File: config.mk
export PLATFORM = sky130hd
export DESIGN_NAME = fetch_sequencer
export DESIGN_NICKNAME = d
export VERILOG_FILES = /design/src/rtl/fetch_sequencer.sv
export SDC_FILE = /design/constraint.sdc
export NUM_CORES = 1
export LEC_CHECK = 0
export CAP_MARGIN = 20
export CELL_PAD_IN_SITES_DETAIL_PLACEMENT = 2
export CELL_PAD_IN_SITES_GLOBAL_PLACEMENT = 2
export CORE_MARGIN = 2
export CORE_UTILIZATION = 22
export CTS_BUF_LIST = sky130_fd_sc_hd__clkbuf_16
export CTS_CLUSTER_DIAMETER = 150
export DETAILED_ROUTE_END_ITERATION = 12
export GPL_TIMING_DRIVEN = 0
export PLACE_DENSITY = 0.87
export SYNTH_ARGS = -nofsm -noshare
export SYNTH_HDL_FRONTEND = slang
export SYNTH_SLANG_ARGS = --single-unit
export TNS_END_PERCENT = 10
File: constraint.sdc
create_clock -name clk -period 1.8 [get_ports clk]
set_input_delay 0.36 -clock clk [delete_from_list [all_inputs] [get_ports clk]]
set_output_delay 0.36 -clock clk [all_outputs]
set_load 0.03 [all_outputs]
File: src/rtl/fetch_sequencer.sv
// fetch_sequencer
// Multi-cycle fetch/decode/execute sequencer for the 8-bit RISC core.
// Every instruction takes four clocks: FETCH, LOAD, DECODE, EXEC.
// It owns the program counter and the instruction register. It drives
// the instruction-memory address, enable and halt inputs. It issues
// one-hot strobes to the accumulator/ALU and the data memory.
//
// Optional feature macro: SINGLE_STEP_EN
//   When this macro is defined, the block gains an input 'step' and a
//   STEP_WAIT state. The sequencer pauses there after every non-HLT
//   instruction and waits for step before the next fetch.
//
// Ports:
//   clk        in   system clock, all state changes on posedge
//   rst        in   synchronous active-high reset, highest priority
//   start      in   leaves IDLE and begins fetching at pc
//   step       in   (SINGLE_STEP_EN only) releases STEP_WAIT
//   imem_data  in   instruction word, valid the cycle after imem_en
//   acc_zero   in   accumulator == 0, used by SKZ in EXEC
//   imem_addr  out  instruction-memory address (= pc)
//   imem_en    out  fetch strobe
//   imem_halt  out  halt pulse to the instruction memory
//   ir         out  instruction register
//   pc         out  program counter
//   alu_op     out  opcode field of ir
//   data_addr  out  operand field of ir
//   data_rd    out  data-memory read strobe (ADD/AND/XOR/LDA in DECODE)
//   data_wr    out  data-memory write strobe (STO in EXEC)
//   acc_ld     out  accumulator load (ADD/AND/XOR/LDA in EXEC)
//   halted     out  core stopped after HLT
//   busy       out  state is neither IDLE nor HALTED
module fetch_sequencer #(
    parameter int ADDR_WIDTH = 5,
    parameter int DATA_WIDTH = 8
) (
    input  logic                  clk,
    input  logic                  rst,
    input  logic                  start,
`ifdef SINGLE_STEP_EN
    input  logic                  step,
`endif
    input  logic [DATA_WIDTH-1:0] imem_data,
    input  logic                  acc_zero,
    output logic [ADDR_WIDTH-1:0] imem_addr,
    output logic                  imem_en,
    output logic                  imem_halt,
    output logic [DATA_WIDTH-1:0] ir,
    output logic [ADDR_WIDTH-1:0] pc,
    output logic [2:0]            alu_op,
    output logic [ADDR_WIDTH-1:0] data_addr,
    output logic                  data_rd,
    output logic                  data_wr,
    output logic                  acc_ld,
    output logic                  halted,
    output logic                  busy
);

    typedef enum logic [2:0] {
        IDLE,
        FETCH,
        LOAD,
        DECODE,
        EXEC,
`ifdef SINGLE_STEP_EN
        STEP_WAIT,
`endif
        HALTED
    } state_t;

    typedef enum logic [2:0] {
        OP_HLT = 3'b000,
        OP_SKZ = 3'b001,
        OP_ADD = 3'b010,
        OP_AND = 3'b011,
        OP_XOR = 3'b100,
        OP_LDA = 3'b101,
        OP_STO = 3'b110,
        OP_JMP = 3'b111
    } opcode_t;

    state_t                  state;
    state_t                  state_n;
    opcode_t                 op;
    logic                    reads_mem;
    logic [ADDR_WIDTH-1:0]   pc_n;

    assign op        = opcode_t'(ir[DATA_WIDTH-1 -: 3]);
    assign alu_op    = ir[DATA_WIDTH-1 -: 3];
    assign data_addr = ir[ADDR_WIDTH-1:0];
    assign imem_addr = pc;
    assign halted    = (state == HALTED);
    assign busy      = (state != IDLE) && (state != HALTED);

    // These opcodes need a data-memory operand. The operand is read in
    // DECODE so that the one-cycle read latency lands it for EXEC.
    assign reads_mem = (op == OP_ADD) || (op == OP_AND) ||
                       (op == OP_XOR) || (op == OP_LDA);

    always_ff @(posedge clk) begin
        if (rst) begin
            state <= IDLE;
            pc    <= '0;
            ir    <= '0;
        end else begin
            state <= state_n;
            if (state == LOAD) begin
                ir <= imem_data;
            end
            if (state == EXEC) begin
                pc <= pc_n;
            end
        end
    end

    // The pc update wraps modulo 2^ADDR_WIDTH through the natural
    // overflow of the fixed-width addition.
    always_comb begin
        pc_n = pc + ADDR_WIDTH'(1);
        unique case (op)
            OP_JMP:  pc_n = ir[ADDR_WIDTH-1:0];
            OP_SKZ:  pc_n = acc_zero ? pc + ADDR_WIDTH'(2) : pc + ADDR_WIDTH'(1);
            OP_HLT:  pc_n = pc;
            default: pc_n = pc + ADDR_WIDTH'(1);
        endcase
    end

    always_comb begin
        state_n   = state;
        imem_en   = 1'b0;
        imem_halt = 1'b0;
        data_rd   = 1'b0;
        data_wr   = 1'b0;
        acc_ld    = 1'b0;
        unique case (state)
            IDLE: begin
                if (start) begin
                    state_n = FETCH;
                end
            end
            FETCH: begin
                imem_en = 1'b1;
                state_n = LOAD;
            end
            LOAD: begin
                state_n = DECODE;
            end
            DECODE: begin
                data_rd = reads_mem;
                state_n = EXEC;
            end
            EXEC: begin
                acc_ld    = reads_mem;
                data_wr   = (op == OP_STO);
                imem_halt = (op == OP_HLT);
                if (op == OP_HLT) begin
                    state_n = HALTED;
                end else begin
`ifdef SINGLE_STEP_EN
                    state_n = STEP_WAIT;
`else
                    state_n = FETCH;
`endif
                end
            end
`ifdef SINGLE_STEP_EN
            STEP_WAIT: begin
                if (step) begin
                    state_n = FETCH;
                end
            end
`endif
            HALTED: begin
                state_n = HALTED;
            end
            default: begin
                state_n = IDLE;
            end
        endcase
    end

endmodule

==> results of run 1 <==
[logic make-up after synthesis]
| family | after synthesis | share of synthesized area |
|---|---|---|
| compound gates | 25 | 0.169 |
| xor+xnor | 3 | 0.0264 |
| fa+ha+maj | 2 | 0.0252 |
| buf+inv | 24 | 0.143 |
| flops | 16 | 0.322 |
| mux | 2 | 0.0201 |
| simple gates | 57 | 0.294 |
[path summary, 6_finish.rpt]
path	start	end	slack, ns	cells past startpoint
setup / recovery	state[1]	imem_halt	-0.05	4
hold / removal	ir[1]	ir[1]	0.51	2
setup reg to reg	state[1]	imem_addr[1]	0.08	6
hold reg to reg	ir[1]	ir[1]	0.51	2
[metrics by stage]
step	area, µm²	hold WS [ns]	std cells
2_1_floorplan	1010	0.496	129
3_3_place_gp	1500	0.478	224
3_5_place_dp	1500	0.507	224
4_1_cts	1550	0.515	228
5_1_grt	1570	0.544	229
6_report	1570	0.507	229
[flip-flops by register name (all words and copies together), names as in the netlist]
register,flops
imem_addr,5
state,3
ir,8
[layout make-up]
type | instances | share of cell area
multi-input combinational | 89 | 0.350
timing repair buffer | 44 | 0.257
sequential | 16 | 0.206
buffer | 20 | 0.0854
clock buffer | 3 | 0.0479
tap | 52 | 0.0415
inverter | 4 | 0.00958
clock inverter | 1 | 0.00239
[what timing repair did]
action                     4_1_cts  5_1_grt
buffers inserted                 0        1
setup endpoints to repair       17       12
gates resized for setup         42       11
pin swaps                        1        2
[power by group]
group	total [mW]	internal, mW	switching (mW)
registers	0.388	0.370	0.0181
clock network	0.445	0.295	0.149
logic	0.231	0.0983	0.133
[layout by cell type, fill, tap and decap left out, types with 3 or more instances in the layout]
cell             count
buf_4               27
nor3_2               3
o21ai_0              3
clkbuf_16            3
xnor2_1              3
nor2_1              10
nand2_1             22
nor3_1               4
a21oi_1             11
clkbuf_1             4
inv_1                4
dlymetal6s2s_1       3
nand3_1              4
clkdlybuf4s50_1     22
dfxtp_1             14
buf_2                3
[cell usage after synthesis]
| cell type | count | area share |
|---|---|---|
| nand2_1 | 22 | 0.083 |
| dfxtp_1 | 16 | 0.32 |
| buf_4 | 13 | 0.098 |
| a21oi_1 | 11 | 0.055 |
| nor2_1 | 10 | 0.038 |
| nor3_1 | 6 | 0.030 |
| clkbuf_1 | 4 | 0.015 |
| inv_1 | 4 | 0.015 |
| nand3_1 | 4 | 0.020 |
| o21ai_0 | 4 | 0.020 |
| buf_2 | 3 | 0.015 |
| xnor2_1 | 3 | 0.026 |
| a221oi_2 | 2 | 0.030 |
| and2_1 | 2 | 0.013 |
| and3_1 | 2 | 0.013 |
| ha_1 | 2 | 0.025 |
| mux2i_1 | 2 | 0.020 |
| nor4b_1 | 2 | 0.018 |
| a22o_1 | 1 | 0.0088 |
| a31oi_1 | 1 | 0.0063 |
| a32oi_1 | 1 | 0.0088 |
| and2_2 | 1 | 0.0075 |
| and2b_1 | 1 | 0.0075 |
| and4bb_2 | 1 | 0.013 |
| nor3_2 | 1 | 0.010 |
| o211ai_1 | 1 | 0.0075 |
| o21ai_1 | 1 | 0.0050 |
| o21bai_1 | 1 | 0.0075 |
| o31a_1 | 1 | 0.0088 |
| o32a_1 | 1 | 0.010 |
| or2_4 | 1 | 0.0088 |
| or2b_1 | 1 | 0.0075 |
| or3_1 | 1 | 0.0063 |
| or3b_1 | 1 | 0.0088 |
| or3b_4 | 1 | 0.011 |
[tightest hold or removal path: stages, from the launching register on]
cell,delay (ns)
dfxtp_1,0.34
nand2_1,0.07
a21oi_1,0.05
[routing by layer]
metal | global-route usage | up-vias
met5 | 0 | -
met4 | 0.0440 | 0
met3 | 0.0225 | 4
met2 | 0.264 | 25
met1 | 0.174 | 530
li1 | - | 523
==> flow_metrics.py, run 1 <==
metrics = {
    "run_status": {
        "status": "finished, violations left",
        "violations": "negative setup slack",
    },
    "logic_synthesis": {
        "ys_seq_area_frac": 0.322,
        "syn_area_um2": 995,
        "syn_inst": 129,
        "yosys_warnings": 0,
        "avgSynthCellArea_um2": 7.71,
        "synth-seq-cells": 16,
        "syn_nets": 143,
        "ys_types": 35,
    },
    "route": {
        "vias_per_cell": 4.72,
        "num_vias": 1082,
        "ant_nets": 0,
        "drt-initial-drc-count": 15,
        "detail_route.wl_per_cell_um": 15.5,
        "m1WireLength_mm": 1.46,
        "drtPass1Iterations": 4,
        "dr_wl_met2_mm": 1.90,
        "wl_mm": 3.55,
        "met3_wirelength_um": 148,
        "drc": 0,
        "routed.top_layer": "met4",
    },
    "floorplan": {
        "pin_count": 45,
        "die_area_um2": 5080,
        "die_h_um": 71.2,
        "die_w_um": 71.2,
        "rows": 24,
        "fp.coreArea_um2": 4350,
        "floorplan.initialDensity": 0.228,
    },
    "timing": {
        "finalSetupViolations": 1,
        "fin_skew_ns": 0.00253,
        "tightest_slew_ns": 0.511,
        "slew_violations": 0,
        "fin_ws_ns": -0.0463,
        "hold_viol": 0,
        "totalNegativeSetupSlack_ns": -0.0463,
        "timing.final.crit_share": 1.03,
        "fin_crit_ns": 1.85,
        "max_clock_freq_ghz": 0.542,
        "max_slew_margin": 0.659,
        "rsz0062_at_grt": "true",
    },
    "critical_path": {
        "worst_setup_path_end_kind": "output port",
        "critPathKind": "register to output port",
        "cp_data_arrival_time_ns": 1.49,
        "cp.required_ns": 1.44,
        "path_cells": "buf_6, or3b_4, and2b_2, buf_6",
        "cp_slowest_cell": "or3b_4",
        "critPathMaxFanout": 9,
        "slowest_delay_ns": 0.42,
        "crit_family": "simple AND/OR/NAND/NOR gates",
        "worstSetupStartpointType": "register",
        "cpMostUsedCell": "buf_6",
        "critical_path_buf_inv_count": 2,
    },
    "place": {
        "io_buffers": 43,
        "post-dp-hpwl_mm": 2.73,
        "post-place-ws_ns": -0.436,
        "gp_congestion": 0.808,
    },
    "cells_and_area": {
        "syn_to_final_growth_pct": 57.6,
        "fin_nets": 192,
        "drive_gt1_frac": 0.277,
        "n_antenna_cell": 0,
        "multi_input_area_um2": 549,
        "utilization": 0.360,
        "regArea_um2": 323,
        "fillerInstances": 485,
    },
    "clocking": {
        "cts_buffer_depth": 2,
        "worstSkewPairLatency_ns": 0.25,
        "cts_made_buffers": 3,
        "cts-root-buf": "clkbuf_16",
        "clock_sinks": 16,
        "tritoncts": "yes",
        "htreeDepth": 1,
        "clk_pin_slew_ns": 0.05,
        "cts_hold_buf": 0,
    },
    "power": {
        "power_leakage_nw": 0.663,
        "power_density_nw_per_um2": 679,
        "ir_drop_mv": 0.221,
        "power_mw": 1.06,
    },
    "global_routing": {
        "grt-ovfl-total": 0,
        "grtUsageTotal": 0.145,
        "antenna_found_initial": 0,
        "grt_pass1_wl_mm": 5.79,
        "grt_max_degree": 11,
        "grt_pass1_vias": 1146,
    },
    "min_path": {
        "hold_class": "register to register",
    },
    "run": {
        "cap_violations": 0,
    },
}
(Power assumes the default switching activity.)
==> run 2: changes to the inputs <==
--- a/config.mk
+++ b/config.mk
@@ -12,6 +12,7 @@
 export CORE_UTILIZATION = 22
 export CTS_BUF_LIST = sky130_fd_sc_hd__clkbuf_16
 export CTS_CLUSTER_DIAMETER = 150
+export CTS_CLUSTER_SIZE = 12
 export DETAILED_ROUTE_END_ITERATION = 12
 export GPL_TIMING_DRIVEN = 0
 export PLACE_DENSITY = 0.87
==> results of run 2 <==
The final DEF is identical to that of run 1; final timing and power are the same.
==> run 3: changes to the inputs <==
--- a/config.mk
+++ b/config.mk
@@ -8,7 +8,6 @@
 export CAP_MARGIN = 20
 export CELL_PAD_IN_SITES_DETAIL_PLACEMENT = 2
 export CELL_PAD_IN_SITES_GLOBAL_PLACEMENT = 2
-export CORE_MARGIN = 2
 export CORE_UTILIZATION = 22
 export CTS_BUF_LIST = sky130_fd_sc_hd__clkbuf_16
 export CTS_CLUSTER_DIAMETER = 150
==> flow_metrics.py, run 3 (synthesis gave the netlist of run 1 again) <==
metrics = {
    "cells_and_area": {
        "design_area_um2": 1570,
        "largest_reg_flops": 8,
        "final_common_cell": "buf_4",
        "syn_to_final_growth_pct": 57.7,
        "fin_nets": 191,
        "layout_common_cells": "buf_4 (28), clkdlybuf4s50_1 (23), nand2_1 (22), dfxtp_1 (13), a21oi_1 (11)",
        "top_register": "ir",
        "n_antenna_cell": 0,
        "final_cell_count_no_fill": 228,
        "drive_gt1_frac": 0.278,
    },
    "power": {
        "seq_power_share": 0.366,
        "power_leakage_nw": 0.642,
        "power_density_nw_per_um2": 683,
        "internal_power_mw": 0.763,
        "share_comb_of_total_power": 0.212,
        "sw_frac_of_total": 0.288,
        "p_switching_mw": 0.309,
        "ir_drop_mv": 0.281,
        "clkPwrFrac": 0.423,
    },
    "floorplan": {
        "die_w_um": 69.2,
        "floorplan.initialDensity": 0.228,
        "die_area_um2": 4790,
        "die_h_um": 69.2,
        "pin_count": 45,
        "rows": 24,
        "fp.coreArea_um2": 4350,
    },
    "clocking": {
        "htreeDepth": 1,
        "tritoncts": "yes",
        "clk_pin_slew_ns": 0.05,
        "cts_made_buffers": 3,
        "cts_buffer_depth": 2,
        "worstSkewPairLatency_ns": 0.25,
        "cts-root-buf": "clkbuf_16",
        "clock_sinks": 16,
    },
    "place": {
        "placed_area_um2": 1500,
        "post-place-ws_ns": -0.423,
        "io_buffers": 43,
        "dp.cells": 224,
        "gp_congestion": 0.810,
        "post-dp-hpwl_mm": 2.56,
    },
    "route": {
        "drtPass1Iterations": 4,
        "num_vias": 1071,
        "drt-initial-drc-count": 27,
        "wl_mm": 3.50,
        "detail_route.wl_per_cell_um": 15.3,
        "ant_nets": 0,
        "vias_per_cell": 4.70,
        "drc": 0,
    },
    "critical_path": {
        "critical_path.startpoint": "state[2]",
        "cp_slowest_cell": "or3b_4",
        "slowest_delay_ns": 0.42,
        "critical_path_buf_inv_count": 1,
        "critPathKind": "register to output port",
        "worst_setup_path_end_kind": "output port",
        "crit-reg2reg-launch": "state[2]",
        "cp.required_ns": 1.44,
        "critPathMaxFanout": 7,
        "path_cells": "or3b_4, and2b_2, buf_6",
        "cp_data_arrival_time_ns": 1.43,
        "crit_family": "simple AND/OR/NAND/NOR gates",
        "worstSetupStartpointType": "register",
    },
    "timing": {
        "max_clock_freq_ghz": 0.557,
        "timing.final.crit_share": 0.997,
        "slew_violations": 0,
        "finalSetupViolations": 0,
        "hold_viol": 0,
        "whs_ns": 0.516,
        "fin_skew_ns": 0.00347,
        "totalNegativeSetupSlack_ns": 0,
        "fin_crit_ns": 1.79,
        "max_slew_margin": 0.661,
        "rsz0062_at_grt": "true",
        "fin_ws_ns": 0.00508,
        "tightest_slew_ns": 0.509,
    },
    "global_routing": {
        "grt_pass1_wl_mm": 5.89,
        "grt-ovfl-total": 0,
        "grt_max_degree": 11,
        "grt_pass1_vias": 1165,
        "grtUsageTotal": 0.153,
        "antenna_found_initial": 0,
    },
    "min_path": {
        "min_from": "ir[2]",
        "hold_class": "register to register",
    },
    "run": {
        "cap_violations": 0,
    },
    "run_status": {
        "status": "finished clean",
    },
}
## run 3: cell count changes in the layout (fill, tap and decap cells not counted), sizes merged
cell / previous run / this run
clkbuf: 8 / 9
buf: 32 / 30
dlymetal6s2s: 3 / 2
clkdlybuf4s50: 22 / 23
## run 3: path summary, 6_finish.rpt
path	endpoint	slack [ns]	depth (start not counted)
worst max register to register	imem_addr[2]	0.10	5
worst max-delay path	imem_halt	0.005	3
worst min register to register	ir[2]	0.52	2
worst min-delay path	ir[2]	0.52	2
## run 3: final cells by class
| cell class | instances | area (µm²) |
|---|---|---|
| Fill cell | 516 | 2790 |
| Multi-Input combinational cell | 89 | 556 |
| Timing Repair Buffer | 44 | 400 |
| Sequential cell | 16 | 327 |
| Buffer | 19 | 128 |
| Clock buffer | 3 | 75.1 |
| Tap cell | 52 | 65.1 |
| Inverter | 4 | 15.0 |
| Clock inverter | 1 | 3.75 |
## run 3: tightest hold or removal path, delay by kind of cell, from the launching register on
kind             cells  cell delay (ns)
AO/OA/AOI/OAI        1             0.06
flip-flops           1             0.34
AND/OR/NAND/NOR      1             0.07
## run 3: metrics by stage
| stage | util | total power [mW] |
|---|---|---|
| final | 0.360 | 1.07 |
| after global placement | 0.345 | 0.618 |
| after detailed placement | 0.345 | 0.629 |
| after CTS | 0.357 | 1.08 |
| after global routing | 0.360 | 1.11 |
| after floorplan | - | 0.527 |
## run 3: what timing repair did
action | in CTS | in global routing
pin swaps | 0 | 1
gates resized for setup | 35 | 21
hold buffers | 0 | 0
buffers inserted | 0 | 1
hold endpoints to repair | 0 | 0
setup endpoints to repair | 18 | 10
## run 3: power by group through the flow
stage / logic (mW) / registers (mW) / clock network [mW]
6_report: 0.227 / 0.392 / 0.453
4_1_cts: 0.233 / 0.388 / 0.457
3_5_place_dp: 0.235 / 0.395 / 0
5_1_grt: 0.242 / 0.395 / 0.477
3_3_place_gp: 0.226 / 0.392 / 0
2_1_floorplan: 0.118 / 0.409 / 0
## run 3: per-layer routing
layer / share of wire / vias up / global-route usage
met5: 0 / - / 0
met4: 0.018 / 0 / 0.0612
met3: 0.040 / 5 / 0.0218
met2: 0.52 / 29 / 0.260
met1: 0.42 / 513 / 0.193
li1: - / 524 / -
